## config.mk

```make
export PLATFORM = sky130hd
export DESIGN_NAME = pwm_update_ctrl
export DESIGN_NICKNAME = d
export VERILOG_FILES = /design/src/rtl/pwm_pkg.sv /design/src/rtl/pwm_update_ctrl_rr_arbiter.sv /design/src/rtl/pwm_update_ctrl.sv
export SDC_FILE = /design/constraint.sdc
export NUM_CORES = 1
export LEC_CHECK = 0
export ABC_AREA = 1
export CAP_MARGIN = 20
export CORE_ASPECT_RATIO = 0.9
export CORE_MARGIN = 10
export CORE_UTILIZATION = 50
export DETAILED_ROUTE_END_ITERATION = 8
export PLACE_DENSITY_LB_ADDON = 0.12
export REMOVE_ABC_BUFFERS = 1
export SLEW_MARGIN = 15
export SYNTH_ARGS = -nofsm -noshare
export SYNTH_HDL_FRONTEND = slang
export SYNTH_HIERARCHICAL = 1
export SYNTH_SLANG_ARGS = --single-unit
export TNS_END_PERCENT = 100
```

## constraint.sdc

```tcl
create_clock -name clk -period 8.1 [get_ports clk]
set_input_delay 1.62 -clock clk [delete_from_list [all_inputs] [get_ports clk]]
set_output_delay 1.62 -clock clk [all_outputs]
set_load 0.1 [all_outputs]
```

## src/rtl/pwm_pkg.sv

```systemverilog
// Shared types for the PWM write-port controller.
//   pwm_sel_t    : generator sel codes (NOP, CMP, TOP, CNT load)
//   ctrl_state_t : commit FSM states
package pwm_pkg;

  typedef enum logic [1:0] {
    PWM_NOP = 2'b00,
    PWM_CMP = 2'b01,
    PWM_TOP = 2'b10,
    PWM_CNT = 2'b11
  } pwm_sel_t;

  typedef enum logic [1:0] {
    IDLE      = 2'd0,
    WAIT_WRAP = 2'd1,
    APPLY_TOP = 2'd2,
    APPLY_CMP = 2'd3
  } ctrl_state_t;

endpackage

```

## src/rtl/pwm_update_ctrl_rr_arbiter.sv

```systemverilog
// Combinational round-robin arbiter.
//   req     : request vector
//   en      : when low no grant is issued
//   ptr     : highest-priority index this cycle
//   gnt     : one-hot grant (or zero)
//   gnt_idx : index of the granted requester (0 when no grant)
// The pointer register lives in the parent.
module rr_arbiter #(
  parameter int N  = 4,
  parameter int IW = $clog2(N)
) (
  input  logic [N-1:0]  req,
  input  logic          en,
  input  logic [IW-1:0] ptr,
  output logic [N-1:0]  gnt,
  output logic [IW-1:0] gnt_idx
);

  logic          found;
  logic [IW-1:0] idx;
  int            s;

  // Scan N positions starting at ptr, wrapping; first valid request wins.
  always_comb begin
    gnt     = '0;
    gnt_idx = '0;
    found   = 1'b0;
    idx     = '0;
    s       = 0;
    for (int k = 0; k < N; k++) begin
      s = int'(ptr) + k;
      if (s >= N) s = s - N;
      idx = s[IW-1:0];
      if (en && !found && req[idx]) begin
        found    = 1'b1;
        gnt[idx] = 1'b1;
        gnt_idx  = idx;
      end
    end
  end

endmodule

```

## src/rtl/pwm_update_ctrl.sv

```systemverilog
// Write-port controller in front of a PWM generator's d/sel port.
// Requesters post CMP/TOP/CNT writes via valid/ready; a round-robin arbiter
// accepts one per cycle. CMP/TOP land in shadow registers and are committed
// (TOP first, then CMP) right after a period boundary so a period never mixes
// settings. CNT loads are forwarded on the next cycle.
//
// Handshake: a request i is accepted in a cycle where req_valid[i] and
// req_ready[i] are both high. req_ready is combinational, one-hot or zero, and
// is held low during reset, during APPLY_TOP/APPLY_CMP and in the cycle a
// commit starts. A requester keeps valid/sel/data stable until accepted.
//
// Ports:
//   clk, rst            clock, synchronous active-high reset
//   req_valid/req_ready per-requester handshake
//   req_sel, req_data   per-requester target code [2i+1:2i] and data [W*i+W-1:W*i]
//   pwm_cnt, pwm_top    generator counter/top, used for boundary detection
//   pwm_d, pwm_sel      registered write to generator (sel 00 = no write)
//   pending             any shadow dirty
//   busy                FSM not idle
module pwm_update_ctrl
  import pwm_pkg::*;
#(
  parameter int N_REQ = 4,
  parameter int W     = 16
) (
  input  logic               clk,
  input  logic               rst,
  input  logic [N_REQ-1:0]   req_valid,
  output logic [N_REQ-1:0]   req_ready,
  input  logic [2*N_REQ-1:0] req_sel,
  input  logic [W*N_REQ-1:0] req_data,
  input  logic [W-1:0]       pwm_cnt,
  input  logic [W-1:0]       pwm_top,
  output logic [W-1:0]       pwm_d,
  output logic [1:0]         pwm_sel,
  output logic               pending,
  output logic               busy
);

  localparam int IW = $clog2(N_REQ);

  ctrl_state_t   state, state_n;
  logic [IW-1:0] ptr;
  logic [W-1:0]  top_sh, cmp_sh;
  logic          top_dirty, cmp_dirty, top_dirty_n, cmp_dirty_n;

  logic          boundary;
  logic          arb_en;
  logic [N_REQ-1:0] gnt;
  logic [IW-1:0] gnt_idx;
  logic          accept;
  pwm_sel_t      acc_sel;
  logic [W-1:0]  acc_data;
  pwm_sel_t      out_sel_n;
  logic [W-1:0]  out_d_n;

  // Generator restarts on the edge after cnt reaches top.
  assign boundary = (pwm_cnt >= pwm_top);

  // A boundary only matters while waiting to commit; in that cycle the
  // commit owns the port and requests wait.
  assign arb_en = !rst &&
                  ((state == IDLE) || ((state == WAIT_WRAP) && !boundary));

  rr_arbiter #(.N(N_REQ), .IW(IW)) u_arb (
    .req     (req_valid),
    .en      (arb_en),
    .ptr     (ptr),
    .gnt     (gnt),
    .gnt_idx (gnt_idx)
  );

  assign req_ready = gnt;
  assign accept    = |gnt;

  // Select the granted requester's sel/data.
  always_comb begin
    acc_sel  = PWM_NOP;
    acc_data = '0;
    for (int i = 0; i < N_REQ; i++) begin
      if (gnt[i]) begin
        acc_sel  = pwm_sel_t'(req_sel[2*i +: 2]);
        acc_data = req_data[W*i +: W];
      end
    end
  end

  // Dirty bits: cleared by the APPLY state that writes them, set by accepts.
  // Accepts never coincide with APPLY states.
  always_comb begin
    top_dirty_n = top_dirty;
    cmp_dirty_n = cmp_dirty;
    if (state == APPLY_TOP) top_dirty_n = 1'b0;
    if (state == APPLY_CMP) cmp_dirty_n = 1'b0;
    if (accept && (acc_sel == PWM_TOP)) top_dirty_n = 1'b1;
    if (accept && (acc_sel == PWM_CMP)) cmp_dirty_n = 1'b1;
  end

  always_comb begin
    state_n = state;
    unique case (state)
      IDLE:      if (top_dirty_n || cmp_dirty_n) state_n = WAIT_WRAP;
      WAIT_WRAP: if (boundary) state_n = top_dirty ? APPLY_TOP : APPLY_CMP;
      APPLY_TOP: state_n = cmp_dirty ? APPLY_CMP : IDLE;
      APPLY_CMP: state_n = IDLE;
      default:   state_n = IDLE;
    endcase
  end

  // The output register is loaded from the state being entered, so the
  // generator sees sel=10/01 exactly during APPLY_TOP/APPLY_CMP.
  always_comb begin
    out_sel_n = PWM_NOP;
    out_d_n   = pwm_d;
    if (state_n == APPLY_TOP) begin
      out_sel_n = PWM_TOP;
      out_d_n   = top_sh;
    end else if (state_n == APPLY_CMP) begin
      out_sel_n = PWM_CMP;
      out_d_n   = cmp_sh;
    end else if (accept && (acc_sel == PWM_CNT)) begin
      out_sel_n = PWM_CNT;
      out_d_n   = acc_data;
    end
  end

  always_ff @(posedge clk) begin
    if (rst) begin
      state     <= IDLE;
      ptr       <= '0;
      top_sh    <= '0;
      cmp_sh    <= '0;
      top_dirty <= 1'b0;
      cmp_dirty <= 1'b0;
      pwm_sel   <= PWM_NOP;
      pwm_d     <= '0;
    end else begin
      state     <= state_n;
      top_dirty <= top_dirty_n;
      cmp_dirty <= cmp_dirty_n;
      pwm_sel   <= out_sel_n;
      pwm_d     <= out_d_n;
      if (accept) begin
        ptr <= (gnt_idx == IW'(N_REQ - 1)) ? '0 : gnt_idx + 1'b1;
        if (acc_sel == PWM_TOP) top_sh <= acc_data;
        if (acc_sel == PWM_CMP) cmp_sh <= acc_data;
      end
    end
  end

  assign pending = top_dirty | cmp_dirty;
  assign busy    = (state != IDLE);

endmodule

```

# Yosys cells after proc, flatten, opt, wreduce, memory -nomap -nowiden
# Cells that the tools add are included.
[totals]
wordCells = 128
regBits = 56
romBits = 0
mem_count = 0
in_bits = 110
out_inout_bits = 24
latch_bits = 0
mem_bits_rw = 0
[op_classes]
reduce_logical = 30
magnitude_cmp = 13
shift = 0
bitwise = 4
addsub = 8
mul = 0
muxes = 55
n_eq_ne = 9
div = 0
[op_table]
columns = ["operator", "count"]
rows = [
  ["two-way mux 16 bit", 7],
  ["two-way mux 2 bit", 19],
  ["greater-or-equal comparator 16 bit", 1],
  ["logical AND 1 bit", 16],
  ["two-way mux 1 bit", 16],
  ["two-way mux 4 bit", 4],
  ["== test 2 bit (second input constant)", 7],
  ["< comparator 2 x 3 -> 1 bit (second input constant)", 4],
  ["OR 4 bit", 3],
  ["greater-or-equal comparator 3 bit (second input constant)", 3],
  ["binary-select mux 1 bit (select 2 bit)", 4],
  ["demux 1 bit (select 2 bit)", 4],
  ["greater-or-equal comparator 2 x 1 -> 1 bit (second input constant)", 4],
  ["one-hot mux 2 bit (4 select lines)", 1],
  ["subtractor 2 x 1 -> 2 bit (second input constant)", 4],
  ["adder 2 x 2 -> 3 bit (second input constant)", 2],
  ["zero test 1 bit", 5],
  ["== test 2 x 1 -> 1 bit (second input constant)", 2],
  ["AND reduction 2 bit", 2],
  ["OR reduction 4 bit", 1],
  ["adder 2 x 1 -> 3 bit (second input constant)", 1],
  ["greater-or-equal comparator 2 x 3 -> 1 bit (second input constant)", 1],
  ["nonzero test 3 bit", 1],
  ["adder 2 x 1 -> 2 bit (second input constant)", 1],
  ["5 further kinds", 6],
]

# Longest topological paths before layout
[logic_depth]
depth_word = 32
mapped_depth = 35
ltp_nobuf = 34

# Cells and area by module
# Netlist, hierarchy kept.
[modules_own_cells]
columns = ["module", "area_each_um2", "cells_per_inst", "n_inst", "seq_area_each_um2"]
rows = [
  ["pwm_update_ctrl", 3458.3, 521, 1, 1121.1],
  ["rr_arbiter", 505.5, 82, 1, 0.0],
]

# Worst setup path before layout
# No wires, ideal clock.
[synth_path]
path_kind = "input -> output"
from = "input pwm_top[7]"
to = "output req_ready[2]"
path_slack_ps = 2435
path_buffers = 0
required_ps = 6480
cell_stages = 16
arrival_ps = 4045
path_cell_list = "inv_1 -> ha_1 -> nand2_1 -> inv_1 -> nor2_1 -> o21a_1 -> nand2_1 -> nand2_1 -> nand2_1 -> a211oi_1 -> inv_1 -> nor2_1 -> nand2_1 -> nand2_1 -> inv_1 -> nand3_1"
[synth_via]
elab_chain_cells = 19
elab_cells_between_ends = 25
cone_classes = "1 x order compare; 7 x mux; 3 x bitwise; 14 x reduce/logical"
[synth_lines]
columns = ["element", "line", "rtl"]
rows = [
  ["start, declared", "pwm_update_ctrl.sv:33", "input logic [W-1:0] pwm_top,"],
  ["greater-or-equal comparator 16 bit (*)", "pwm_update_ctrl.sv:58", "assign boundary = (pwm_cnt >= pwm_top);"],
  ["zero test 1 bit (*)", "pwm_update_ctrl.sv:63", "((state == IDLE) || ((state == WAIT_WRAP) && !boundary));"],
  ["logical AND 1 bit (*)", "pwm_update_ctrl.sv:63", ""],
  ["logical OR 1 bit (*)", "pwm_update_ctrl.sv:63", ""],
  ["logical AND 1 bit (*)", "pwm_update_ctrl.sv:62", "assign arb_en = !rst &&"],
  ["via arb_en", "pwm_update_ctrl.sv:48", "logic arb_en;"],
  ["logical AND 1 bit", "pwm_update_ctrl_rr_arbiter.sv:34", "if (en && !found && req[idx]) begin"],
  ["two-way mux 1 bit", "pwm_update_ctrl_rr_arbiter.sv:34", ""],
  ["zero test 1 bit", "pwm_update_ctrl_rr_arbiter.sv:34", ""],
  ["logical AND 1 bit (2 in a row)", "pwm_update_ctrl_rr_arbiter.sv:34", ""],
  ["two-way mux 1 bit", "pwm_update_ctrl_rr_arbiter.sv:34", ""],
  ["zero test 1 bit", "pwm_update_ctrl_rr_arbiter.sv:34", ""],
  ["logical AND 1 bit (2 in a row)", "pwm_update_ctrl_rr_arbiter.sv:34", ""],
  ["two-way mux 1 bit", "pwm_update_ctrl_rr_arbiter.sv:34", ""],
  ["zero test 1 bit", "pwm_update_ctrl_rr_arbiter.sv:34", ""],
  ["logical AND 1 bit (2 in a row)", "pwm_update_ctrl_rr_arbiter.sv:34", ""],
  ["two-way mux 4 bit (*)", "pwm_update_ctrl_rr_arbiter.sv:34", ""],
  ["end, declared", "pwm_update_ctrl.sv:29", "output logic [N_REQ-1:0] req_ready,"],
]
# The timed path passes the listed nets; every way through them passes the cells marked *.

# Worst setup path in the final report
[layout_path]
from = "input pwm_top[1]"
to = "output req_ready[0]"
# Same word-level chain as after synthesis.

==> impl_summary.log <==
[metrics] PortBufs: 133
[metrics] commonest register cell after synthesis: sky130_fd_sc_hd__dfxtp_1
[metrics] floorplan die area: roughly 12000 sq um
[metrics] total of endpoints with negative setup slack in the final report: 0
[metrics] Synth area leader: sky130_fd_sc_hd__dfxtp_1
[metrics] critical path type: in -> out
[metrics] count of instances resized after the clock tree is built: 0
[metrics] Starting Density: 0.520
[metrics] data arrival time of the worst path: 5.45 ns
[metrics] Detail Placement HPWL: 9150 um
[metrics] number of vias per cell after detailed routing: 5.45
[metrics] slew of the pin with the lowest slew margin: 1.08 ns
[metrics] buffer cell driving the clock tree root: sky130_fd_sc_hd__clkbuf_8
[metrics] First DRT Iteration DRCs: approximately 270
[metrics] part of the Yosys area used for sequential elements: 0.283
[metrics] power density of the placed cells: 371 nW/um^2
[metrics] clk sink count: between 50 and 60
[metrics] total power consumption of the routed design: 1990 uW
[metrics] cts hold-fix bufs: 0
[metrics] post-synthesis to final-layout area growth: 35.2%
[metrics] total via count after detailed routing: 4418
[metrics] Max Cap Viol: 0
[metrics] relative slew slack: 0.278
[metrics] Min Hold Slack: 0.551 ns
[metrics] clock-pin slew on the worst setup and hold paths: 0.11 ns
[metrics] worst-case clock skew: 0.0105 ns
[metrics] later-pin clock latency in the skew report: 0.31 ns
[metrics] leading post-synthesis cells by cell area: sky130_fd_sc_hd__dfxtp_1 28%, sky130_fd_sc_hd__nand2_1 9.8%, sky130_fd_sc_hd__inv_1 9.6%
[metrics] Required @ worst endpoint: 6.48 ns
[metrics] timing-limited maximum frequency: 141 MHz
[metrics] kind of end point of the critical path: output pin
[metrics] worst-case setup slack after placement: 1.07 ns
[metrics] Final Hold Violating Endpoints: 0
[metrics] number of flops mapped to enable cells by yosys: 0
[metrics] total global routing overflow: 0
[metrics] floorplan die width: ~110 um
[metrics] Mapped Cells: 603
[metrics] CTS tree: built
[metrics] buffer depth of the longest clock path: 2
[metrics] minimum setup slack in the final design: 1.03 ns
[metrics] unrepaired setup endpoints after global routing: false
[metrics] Synth cell types: 33
[metrics] post-route fraction of the period consumed by the critical path: 0.873
[metrics] routability-driven placement congestion ratio: 0.873
[metrics] TritonRoute pass-1 iters: 4
[metrics] share of async-settable or async-resettable flops after synthesis: 0
[metrics] global-route usage over all layers: 0.201
[metrics] HP Class: reg -> reg
[metrics] maximum number of pins on one net before global-route repair: 52
[metrics] post-synth design cell area: between 3000 and 4000 sq um
[metrics] routed wirelength normalized by instance count: around 15 um
[metrics] largest fanout on the critical path: 6
[metrics] IR Drop Worst-Case VDD: approximately 0.3 mV
[metrics] final routed DRC violation total: 0
[metrics] global-route wire length before repair: 20500 um
[metrics] outcome: completed
[metrics] Yosys top cell area share: 0.283
[metrics] Syn. warnings: 6
[metrics] leakage component of the power: 0.00253 uW
[metrics] antenna viol nets, final: 0
[metrics] I/O pin count: 134
[metrics] Setup Fix Bufs, Post-CTS: 0
[metrics] Final Net Count: roughly 850
[metrics] share of final-layout standard cells stronger than drive strength 1: 0.0574
[metrics] minimum clock period after layout: ~7.1 ns
[metrics] final-layout setup total negative slack: 0 ns
[metrics] number of antenna violations at the first check in global routing: 0
[metrics] H-tree depth: 2
[metrics] via count of the first global-routing pass: 4283
[metrics] synthesized area per cell: 6.57 sq um
[metrics] flip-flop and latch count after synthesis: 56
[metrics] number of max-slew violations in the final report: 0
[metrics] area of the core: 7620 sq um
[metrics] total wirelength of the detailed-routed design: 12400 um
[metrics] crit start category: input port
[metrics] row count: 30
[metrics] y dimension of the die: about 100 um
[metrics] number of clock buffers inserted by TritonCTS: 5
[metrics] ANT cells: 0
cell usage after synthesis (2+ instances only):
cell	number
sky130_fd_sc_hd__buf_2	5
sky130_fd_sc_hd__nand2_4	4
sky130_fd_sc_hd__nand2_1	103
sky130_fd_sc_hd__ha_1	25
sky130_fd_sc_hd__buf_6	3
sky130_fd_sc_hd__inv_1	101
sky130_fd_sc_hd__nand4_1	22
sky130_fd_sc_hd__nor2_4	5
sky130_fd_sc_hd__o211ai_1	16
sky130_fd_sc_hd__o21ai_1	7
sky130_fd_sc_hd__a21oi_1	59
sky130_fd_sc_hd__dfxtp_1	56
sky130_fd_sc_hd__clkbuf_1	18
sky130_fd_sc_hd__inv_2	5
sky130_fd_sc_hd__nand2_2	8
sky130_fd_sc_hd__o21ai_0	60
sky130_fd_sc_hd__nand3_2	4
sky130_fd_sc_hd__o21bai_1	2
sky130_fd_sc_hd__buf_1	3
sky130_fd_sc_hd__nor2_1	11
sky130_fd_sc_hd__buf_4	2
sky130_fd_sc_hd__nand3_1	73
path summary, 6_finish.rpt:
check                                start            to  slack (ns)  depth (start not counted)
worst max register to register      ptr[0]      pwm_d[8]        2.86                         22
worst min register to register    pwm_d[3]      pwm_d[3]        0.55                          4
worst max-delay path            pwm_top[1]  req_ready[0]        1.03                         19
worst min-delay path              pwm_d[3]      pwm_d[3]        0.55                          4
placed cells by master, fill, tap and decap left out, types with 2 or more instances in the layout:
cell type / Yosys / routed
sky130_fd_sc_hd__o21ai_1: 7 / 7
sky130_fd_sc_hd__nand3_2: 4 / 4
sky130_fd_sc_hd__o21bai_1: 2 / 2
sky130_fd_sc_hd__buf_4: 2 / 4
sky130_fd_sc_hd__clkbuf_8: 0 / 6
sky130_fd_sc_hd__nand2_4: 4 / 4
sky130_fd_sc_hd__clkdlybuf4s50_1: 0 / 130
sky130_fd_sc_hd__o21ai_0: 60 / 60
sky130_fd_sc_hd__clkinvlp_4: 0 / 2
sky130_fd_sc_hd__nand2_2: 8 / 8
sky130_fd_sc_hd__nand2_1: 103 / 103
sky130_fd_sc_hd__a21oi_1: 59 / 59
sky130_fd_sc_hd__nor2_4: 5 / 5
sky130_fd_sc_hd__nor2_1: 11 / 11
sky130_fd_sc_hd__nand4_1: 22 / 22
sky130_fd_sc_hd__inv_2: 5 / 5
sky130_fd_sc_hd__o211ai_1: 16 / 16
sky130_fd_sc_hd__dfxtp_1: 56 / 56
sky130_fd_sc_hd__nand3_1: 73 / 73
sky130_fd_sc_hd__ha_1: 25 / 25
sky130_fd_sc_hd__inv_1: 101 / 101
power breakdown:
group	internal, uW	switching [uW]	total, uW
clock	69.5	94.2	164
combinational	374	1010	1380
sequential	382	62.7	444
logic make-up after synthesis:
group / count (synthesis) / synth area share
AND/OR/NAND/NOR: 237 / 0.298
AO/OA/AOI/OAI: 148 / 0.202
adder cells (fa/ha/maj): 25 / 0.0789
flip-flops: 56 / 0.283
buffers and inverters: 137 / 0.139
critical path, stage by stage:
cell	delay (ns)
sky130_fd_sc_hd__clkdlybuf4s50_1	0.47
sky130_fd_sc_hd__inv_1	0.05
sky130_fd_sc_hd__ha_1	0.28
sky130_fd_sc_hd__nand2_1	0.07
sky130_fd_sc_hd__nand3_1	0.08
sky130_fd_sc_hd__nand2_1	0.06
sky130_fd_sc_hd__nand2_1	0.05
sky130_fd_sc_hd__nand2_1	0.05
sky130_fd_sc_hd__nand2_1	0.05
sky130_fd_sc_hd__nand2_1	0.05
sky130_fd_sc_hd__nand2_1	0.09
sky130_fd_sc_hd__a211oi_1	0.62
sky130_fd_sc_hd__inv_1	0.09
sky130_fd_sc_hd__nor2_1	0.34
sky130_fd_sc_hd__nand2_1	0.09
sky130_fd_sc_hd__nand2_1	0.08
sky130_fd_sc_hd__inv_1	0.03
sky130_fd_sc_hd__nand3_1	0.12
sky130_fd_sc_hd__clkdlybuf4s50_1	1.16
metrics by stage:
| step | instances | cell area, sq um | utilization |
|---|---|---|---|
| 2_1_floorplan | 572 | 3810 | - |
| 3_3_place_gp | 802 | 5260 | 0.691 |
| 3_5_place_dp | 802 | 5260 | 0.691 |
| 4_1_cts | 810 | 5360 | 0.703 |
| 5_1_grt | 810 | 5360 | 0.703 |
| 6_report | 810 | 5360 | 0.703 |
cell type report:
class | count | area (sq um)
Multi-Input combinational cell | 410 | 2290
Fill cell | 654 | 2260
Timing Repair Buffer | 134 | 1330
Sequential cell | 56 | 1120
Inverter | 106 | 398
Tap cell | 96 | 120
Clock buffer | 6 | 82.6
Clock inverter | 2 | 15.0
flip-flops by register name, summed over array words and instances (netlist names):
register,count
cmp_sh,16
pwm_d,16
top_sh,16
ptr,2
pwm_sel,2
state,2
cmp_dirty,1
top_dirty,1
per-layer routing:
metal	vias to the layer above	share of wire	global-route usage
li1	2216	-	-
met1	2018	0.41	0.243
met2	164	0.49	0.345
met3	20	0.078	0.0484
met4	0	0.018	0.0492
met5	-	0	0
(Power assumes the default switching activity.)
